--- src/rtl/auc_ecc_pkg.sv ---
// Shared ECC-core definitions: point-RAM address map, command opcodes,
// scheduler state encoding and the digit legality helper.
package auc_ecc_pkg;

  localparam int P_ADDR   = 5;
  localparam int P_WINDOW = 4;
  localparam int P_NLEN_W = 9;
  localparam int P_DIG_W  = 1 << (P_WINDOW - 2);

  localparam logic [P_ADDR-1:0] X_G    = 5'd0;
  localparam logic [P_ADDR-1:0] Y_G    = 5'd1;
  localparam logic [P_ADDR-1:0] ONERAM = 5'd19;
  localparam logic [P_ADDR-1:0] Z_G    = ONERAM;
  localparam logic [P_ADDR-1:0] X_3G   = 5'd2;
  localparam logic [P_ADDR-1:0] Y_3G   = 5'd3;
  localparam logic [P_ADDR-1:0] Z_3G   = 5'd4;
  localparam logic [P_ADDR-1:0] X_5G   = 5'd5;
  localparam logic [P_ADDR-1:0] Y_5G   = 5'd6;
  localparam logic [P_ADDR-1:0] Z_5G   = 5'd7;
  localparam logic [P_ADDR-1:0] X_7G   = 5'd8;
  localparam logic [P_ADDR-1:0] Y_7G   = 5'd9;
  localparam logic [P_ADDR-1:0] Z_7G   = 5'd10;
  localparam logic [P_ADDR-1:0] BLNK   = 5'd31;

  typedef enum logic [1:0] {
    OP_LOAD = 2'b00,
    OP_DBL  = 2'b01,
    OP_ADD  = 2'b10
  } op_e;

  typedef enum logic [3:0] {
    ST_IDLE     = 4'd0,
    ST_FETCH    = 4'd1,
    ST_RDWAIT   = 4'd2,
    ST_DECODE   = 4'd3,
    ST_DBL_REQ  = 4'd4,
    ST_DBL_WAIT = 4'd5,
    ST_PT_REQ   = 4'd6,
    ST_PT_WAIT  = 4'd7,
    ST_NEXT     = 4'd8,
    ST_FIN      = 4'd9
  } state_e;

  // A magnitude is legal when it is zero or has exactly one bit set.
  function automatic logic mag_illegal(input logic [P_DIG_W-1:0] mag);
    return (mag & (mag - {{(P_DIG_W-1){1'b0}}, 1'b1})) != {P_DIG_W{1'b0}};
  endfunction

endpackage

--- src/rtl/auc_wmul_pdec.sv ---
// Registered NAF digit decoder: one-hot magnitude to precomputed-point
// RAM addresses plus sign/zero/illegal flags, captured when i_en is high.
module auc_wmul_pdec
  import auc_ecc_pkg::*;
#(
  parameter int ADDR = P_ADDR
) (
  input  logic             clk,
  input  logic             rst,
  input  logic             i_en,
  input  logic [P_DIG_W:0] i_dig,
  output logic             o_sign,
  output logic             o_zero,
  output logic             o_illegal,
  output logic [ADDR-1:0]  o_x,
  output logic [ADDR-1:0]  o_y,
  output logic [ADDR-1:0]  o_z
);

  logic [P_DIG_W-1:0] w_mag;
  logic [ADDR-1:0]    w_x;
  logic [ADDR-1:0]    w_y;
  logic [ADDR-1:0]    w_z;

  assign w_mag = i_dig[P_DIG_W-1:0];

  // One-hot magnitude to point address lookup.
  always_comb begin
    w_x = BLNK;
    w_y = BLNK;
    w_z = BLNK;
    case (w_mag)
      4'b1000: begin w_x = X_G;  w_y = Y_G;  w_z = Z_G;  end
      4'b0100: begin w_x = X_3G; w_y = Y_3G; w_z = Z_3G; end
      4'b0010: begin w_x = X_5G; w_y = Y_5G; w_z = Z_5G; end
      4'b0001: begin w_x = X_7G; w_y = Y_7G; w_z = Z_7G; end
      default: begin w_x = BLNK; w_y = BLNK; w_z = BLNK; end
    endcase
  end

  // Decode register, held between captures.
  always_ff @(posedge clk or negedge rst) begin
    if (!rst) begin
      o_sign    <= 1'b0;
      o_zero    <= 1'b1;
      o_illegal <= 1'b0;
      o_x       <= BLNK;
      o_y       <= BLNK;
      o_z       <= BLNK;
    end else if (i_en) begin
      o_sign    <= i_dig[P_DIG_W];
      o_zero    <= (w_mag == {P_DIG_W{1'b0}});
      o_illegal <= mag_illegal(w_mag);
      o_x       <= w_x;
      o_y       <= w_y;
      o_z       <= w_z;
    end
  end

endmodule

--- src/rtl/auc_wmul_ctrl.sv ---
// Window-NAF scalar-multiplication scheduler: walks the digit memory MSB
// first and issues LOAD/DBL/ADD commands to the point-arithmetic unit.
module auc_wmul_ctrl
  import auc_ecc_pkg::*;
#(
  parameter int ADDR   = P_ADDR,
  parameter int WINDOW = P_WINDOW,
  parameter int NLEN_W = P_NLEN_W,
  localparam int DIG_W = 1 << (WINDOW - 2)
) (
  input  logic              clk,
  input  logic              rst,
  input  logic              wctl_start,
  input  logic [NLEN_W-1:0] wctl_nlen,
  output logic [NLEN_W-1:0] wctl_dig_addr,
  input  logic [DIG_W:0]    wctl_dig_vlue,
  output logic              wctl_cmd_vld,
  input  logic              wctl_cmd_rdy,
  output logic [1:0]        wctl_cmd_op,
  output logic              wctl_cmd_neg,
  output logic [ADDR-1:0]   wctl_paddx,
  output logic [ADDR-1:0]   wctl_paddy,
  output logic [ADDR-1:0]   wctl_paddz,
  input  logic              wctl_cmd_done,
  output logic              wctl_busy,
  output logic              wctl_done,
  output logic              wctl_inf,
  output logic              wctl_err
);

  state_e            r_state;
  state_e            w_state_nxt;
  logic [NLEN_W-1:0] r_idx;
  logic [NLEN_W-1:0] w_idx_nxt;
  logic              r_acc_valid;
  logic              w_acc_nxt;
  logic              r_err_flag;
  logic              w_err_nxt;

  logic              r_cmd_vld;
  logic [1:0]        r_cmd_op;
  logic              r_cmd_neg;
  logic [ADDR-1:0]   r_paddx;
  logic [ADDR-1:0]   r_paddy;
  logic [ADDR-1:0]   r_paddz;
  logic              r_busy;
  logic              r_done;
  logic              r_inf;
  logic              r_err;

  logic              w_dec_sign;
  logic              w_dec_zero;
  logic              w_dec_ill;
  logic [ADDR-1:0]   w_dec_x;
  logic [ADDR-1:0]   w_dec_y;
  logic [ADDR-1:0]   w_dec_z;

  auc_wmul_pdec #(.ADDR(ADDR)) u_pdec (
    .clk       (clk),
    .rst       (rst),
    .i_en      (r_state == ST_RDWAIT),
    .i_dig     (wctl_dig_vlue),
    .o_sign    (w_dec_sign),
    .o_zero    (w_dec_zero),
    .o_illegal (w_dec_ill),
    .o_x       (w_dec_x),
    .o_y       (w_dec_y),
    .o_z       (w_dec_z)
  );

  // Next-state, digit index and accumulator/error flag logic.
  always_comb begin
    w_state_nxt = r_state;
    w_idx_nxt   = r_idx;
    w_acc_nxt   = r_acc_valid;
    w_err_nxt   = r_err_flag;
    case (r_state)
      ST_IDLE: begin
        if (wctl_start) begin
          w_acc_nxt = 1'b0;
          w_err_nxt = 1'b0;
          if (wctl_nlen == {NLEN_W{1'b0}}) begin
            w_state_nxt = ST_FIN;
          end else begin
            w_idx_nxt   = wctl_nlen - NLEN_W'(1);
            w_state_nxt = ST_FETCH;
          end
        end else begin
          w_state_nxt = ST_IDLE;
        end
      end
      ST_FETCH:  w_state_nxt = ST_RDWAIT;
      ST_RDWAIT: w_state_nxt = ST_DECODE;
      ST_DECODE: begin
        if (w_dec_ill) begin
          w_err_nxt   = 1'b1;
          w_state_nxt = ST_FIN;
        end else if (r_acc_valid) begin
          w_state_nxt = ST_DBL_REQ;
        end else if (w_dec_zero) begin
          w_state_nxt = ST_NEXT;
        end else begin
          w_state_nxt = ST_PT_REQ;
        end
      end
      ST_DBL_REQ: begin
        if (wctl_cmd_rdy) w_state_nxt = ST_DBL_WAIT;
        else              w_state_nxt = ST_DBL_REQ;
      end
      ST_DBL_WAIT: begin
        if (wctl_cmd_done) w_state_nxt = w_dec_zero ? ST_NEXT : ST_PT_REQ;
        else               w_state_nxt = ST_DBL_WAIT;
      end
      ST_PT_REQ: begin
        if (wctl_cmd_rdy) w_state_nxt = ST_PT_WAIT;
        else              w_state_nxt = ST_PT_REQ;
      end
      ST_PT_WAIT: begin
        if (wctl_cmd_done) begin
          w_acc_nxt   = 1'b1;
          w_state_nxt = ST_NEXT;
        end else begin
          w_state_nxt = ST_PT_WAIT;
        end
      end
      ST_NEXT: begin
        if (r_idx == {NLEN_W{1'b0}}) begin
          w_state_nxt = ST_FIN;
        end else begin
          w_idx_nxt   = r_idx - NLEN_W'(1);
          w_state_nxt = ST_FETCH;
        end
      end
      ST_FIN:  w_state_nxt = ST_IDLE;
      default: w_state_nxt = ST_IDLE;
    endcase
  end

  // State register and outputs registered from the upcoming state.
  always_ff @(posedge clk or negedge rst) begin
    if (!rst) begin
      r_state     <= ST_IDLE;
      r_idx       <= {NLEN_W{1'b0}};
      r_acc_valid <= 1'b0;
      r_err_flag  <= 1'b0;
      r_cmd_vld   <= 1'b0;
      r_cmd_op    <= OP_LOAD;
      r_cmd_neg   <= 1'b0;
      r_paddx     <= BLNK;
      r_paddy     <= BLNK;
      r_paddz     <= BLNK;
      r_busy      <= 1'b0;
      r_done      <= 1'b0;
      r_inf       <= 1'b0;
      r_err       <= 1'b0;
    end else begin
      r_state     <= w_state_nxt;
      r_idx       <= w_idx_nxt;
      r_acc_valid <= w_acc_nxt;
      r_err_flag  <= w_err_nxt;
      r_cmd_vld   <= (w_state_nxt == ST_DBL_REQ) || (w_state_nxt == ST_PT_REQ);
      r_busy      <= (w_state_nxt != ST_IDLE) && (w_state_nxt != ST_FIN);
      r_done      <= (w_state_nxt == ST_FIN);
      r_inf       <= (w_state_nxt == ST_FIN) && !w_acc_nxt && !w_err_nxt;
      r_err       <= (w_state_nxt == ST_FIN) && w_err_nxt;
      // Command fields only change on entry to a request state, so they stay stable until accepted.
      if (w_state_nxt == ST_DBL_REQ) begin
        r_cmd_op  <= OP_DBL;
        r_cmd_neg <= 1'b0;
        r_paddx   <= BLNK;
        r_paddy   <= BLNK;
        r_paddz   <= BLNK;
      end else if (w_state_nxt == ST_PT_REQ) begin
        r_cmd_op  <= r_acc_valid ? OP_ADD : OP_LOAD;
        r_cmd_neg <= w_dec_sign;
        r_paddx   <= w_dec_x;
        r_paddy   <= w_dec_y;
        r_paddz   <= w_dec_z;
      end
    end
  end

  assign wctl_dig_addr = r_idx;
  assign wctl_cmd_vld  = r_cmd_vld;
  assign wctl_cmd_op   = r_cmd_op;
  assign wctl_cmd_neg  = r_cmd_neg;
  assign wctl_paddx    = r_paddx;
  assign wctl_paddy    = r_paddy;
  assign wctl_paddz    = r_paddz;
  assign wctl_busy     = r_busy;
  assign wctl_done     = r_done;
  assign wctl_inf      = r_inf;
  assign wctl_err      = r_err;

endmodule

--- config.mk ---
export PLATFORM = sky130hd
export DESIGN_NAME = auc_wmul_ctrl
export DESIGN_NICKNAME = d
export VERILOG_FILES = /design/src/rtl/auc_ecc_pkg.sv /design/src/rtl/auc_wmul_pdec.sv /design/src/rtl/auc_wmul_ctrl.sv
export SDC_FILE = /design/constraint.sdc
export NUM_CORES = 1
export LEC_CHECK = 0
export BUFFER_PORTS_ARGS = -buffer_cell sky130_fd_sc_hd__buf_2
export CAP_MARGIN = 30
export CORE_MARGIN = 2
export CORE_UTILIZATION = 45
export DETAILED_ROUTE_END_ITERATION = 10
export PLACE_DENSITY = 0.76
export SYNTH_ARGS = -nofsm -noshare
export SYNTH_HDL_FRONTEND = slang
export SYNTH_SLANG_ARGS = --single-unit
--- constraint.sdc ---
create_clock -name clk -period 2.81 [get_ports clk]
set_input_delay 0 -clock clk [delete_from_list [all_inputs] [get_ports clk]]
set_output_delay 0 -clock clk [all_outputs]
set_load 0.02 [all_outputs]
==> impl_metrics.yaml <==
run_status:
  status: "complete, no violations"
place:
  gp_congestion: 0.909
  io_buffer_count: 50
  dp.final_hpwl_mm: 3.93
  dpl-instance-area_sq_um: 2730
  place_inst: 363
floorplan:
  start_util: 0.458
  pin_count: 51
  die_area_sq_um: 6140
  coreArea_sq_um: 5440
  die_h_microns: 78.4
  rows: 27
  die_width_microns: 78.4
global_route:
  grt_max_degree: 27
  antenna_found_initial: 0
  grt_pass1_vias: 1937
  grt_use_met3: 0.0379
  grt_pass1_wl_mm: 9.11
  grt_overflow: 0
  top_usage_layer: "met2"
  gr-usage-all-layers: 0.188
  use_met2: 0.289
  grt_use_met1: 0.267
synth:
  syn_inst: 258
  synth_nets: 278
  ys_types: 60
  synth.area.mux_share: 0.0291
  ys_ff_latch: 44
  yosys-top-cells-count: "dfrtp_1, nor2_1, o21ai_0"
  synth_xor_xnor_area_share: 0.0246
  synth.top_cell.area_share: 0.251
  synth_top_family_by_area: "compound AO/OA/AOI/OAI gates"
  ys_warn_count: 0
  synth_area_leaders: "dfrtp_1, dfstp_2, o21ai_0"
  synthArstFlopShare: 1.00
  synthesis.area_sq_um: 2490
  synth-edff-count: 0
  yosysSeqAreaShare: 0.452
  yosysTopAreaCell: "dfrtp_1"
  yosys.area_share.simple: 0.195
  synthFlopType: "dfrtp_1"
  synthAdderAreaFrac: 0.00503
  avgSynthCellArea_sq_um: 9.65
  synth_compound_area_frac: 0.216
setup_path:
  startpoint_type: "register"
  cp.arrival_ps: 2690
  crit_type: "reg2reg"
  cp.required_ps: 3000
  endpoint_kind: "register"
  path_max_fanout: 12
final_layout:
  regArea_sq_um: 1120
  area_growth_pct: 13.7
  multi_input_area_sq_um: 1170
  fin_area_sq_um: 2830
  antennaDiodeCount: 0
  drive_above_1_share: 0.322
  postLayoutCoreUtil: 0.521
  fin_cells: 373
  n_fill_cell: 519
  final_nets: 320
sta:
  setup_viol: 0
  maxSlewViolCount: 0
  setup_tns_ps: 0
  relSlewSlack: 0.605
  max_freq_ghz: 0.401
  grt_setup_unrepaired: "false"
  period_needed_ps: 2490
  worstMarginPinSlew_ps: 585
  fin_crit_sh: 0.888
  finalHoldViolCount: 0
  fin_skew_ps: 4.12
pwr:
  totalPowerFinal_uw: 3050
  power.density_nw_per_um2: 1080
  peakVddDrop_mv: 0.704
  p_leak_uw: 0.00117
clocking:
  numCtsBuffers: 5
  clk_pin_slew_ps: 80
  cts_tree: "built"
  htreeDepth: 2
  clock-root-buffer: "clkbuf_8"
  cts_sinks: 44
  clk_latency_ps: 300
  clockBufferDepth: 2
  ctsResizeCount: 0
routing:
  drtIter0Drc: 136
  drc: 0
  wl_mm: 5.31
  vias: 2109
  via_per_inst: 5.65
  drt-pass1-iter-count: 4
  final_antenna_net_count: 0
  detail_route.wl_per_cell_microns: 14.2
job:
  cap_violations: 0
hold_path:
  hold_path.class: "in2reg"
layout make-up:
cell class	instances	area share
Timing Repair Buffer	56	0.110
Clock inverter	1	0.00309
Inverter	13	0.0172
Sequential cell	44	0.397
Clock buffer	7	0.0270
Tap cell	72	0.0318
Multi-Input combinational cell	180	0.413
worst paths after layout:
path,slack (ps),to,start,cells past startpoint
max,320,wctl_dig_addr[8],r_state[1],8
min,20,u_pdec.o_zero,wctl_dig_vlue[1],2
max reg2reg,320,wctl_dig_addr[8],r_state[1],8
min reg2reg,470,u_pdec.o_y[0],u_pdec.o_y[0],2
max in group asynchronous,2070,wctl_paddz[4],rst,3
min in group asynchronous,180,wctl_dig_addr[5],rst,2
through the flow:
stage	setup slack (ps)	hold slack, ps
2_1_floorplan	303	-296
3_3_place_gp	453	209
3_5_place_dp	340	-23.7
4_1_cts	331	11.2
5_1_grt	55.0	42.4
6_report	316	15.5
worst max-delay path: stages (launching register included):
cell and delay (ps):
dfrtp_1 550, nor4b_4 440, mux2i_1 310, ha_1 300, nand2b_1 100, nor3_1 170, xor2_1 90, a22o_2 210
a22o_1 220
placed cells by master, fill, tap and decap left out, drive strengths merged, types with 3 or more instances in the layout:
| cell type | count |
|---|---|
| dfstp | 19 |
| or4 | 5 |
| mux2i | 5 |
| xor2 | 3 |
| nor2 | 25 |
| nand2 | 18 |
| or3 | 3 |
| o21ai | 24 |
| a22o | 3 |
| nor3 | 13 |
| xnor2 | 4 |
| clkbuf | 7 |
| nand3 | 3 |
| or2 | 3 |
| a221oi | 4 |
| nand2b | 3 |
| and2 | 3 |
| buf | 54 |
| o22ai | 5 |
| a21oi | 13 |
| o22a | 9 |
| inv | 13 |
| nor4b | 3 |
| nor4 | 3 |
| o21a | 3 |
| dfrtp | 25 |
kinds of logic (layout without fill, tap and decap cells):
| logic type | count (synthesis) | after routing |
|---|---|---|
| XOR/XNOR | 7 | 7 |
| buffers and inverters | 34 | 77 |
| AND/OR/NAND/NOR | 88 | 88 |
| flip-flops | 44 | 44 |
| adder cells (fa/ha/maj) | 1 | 1 |
| AO/OA/AOI/OAI | 77 | 77 |
| multiplexers | 7 | 7 |
state kept, by name (all words and copies together), names as in the netlist, 2 cells and up:
| name | cells |
|---|---|
| wctl_dig_addr | 9 |
| wctl_paddz | 3 |
| u_pdec.o_x | 4 |
| u_pdec.o_z | 4 |
| wctl_paddx | 4 |
| wctl_cmd_op | 2 |
| r_state | 4 |
| wctl_paddy | 2 |
report_power, final:
part	total, uW	internal (uW)	switching [uW]
registers	1290	994	298
clock network	390	178	212
logic	1370	553	812
total	3050	1720	1320
timing repair:
item,4_1_cts,5_1_grt
buffers inserted,0,0
hold buffers,2,0
hold endpoints to repair,22,0
metal layers:
metal,vias to the layer above,part of all wire
li1,1015,-
met1,1023,0.47
met2,63,0.47
met3,8,0.047
met4,0,0.014
met5,-,0
(Power assumes the default switching activity.)
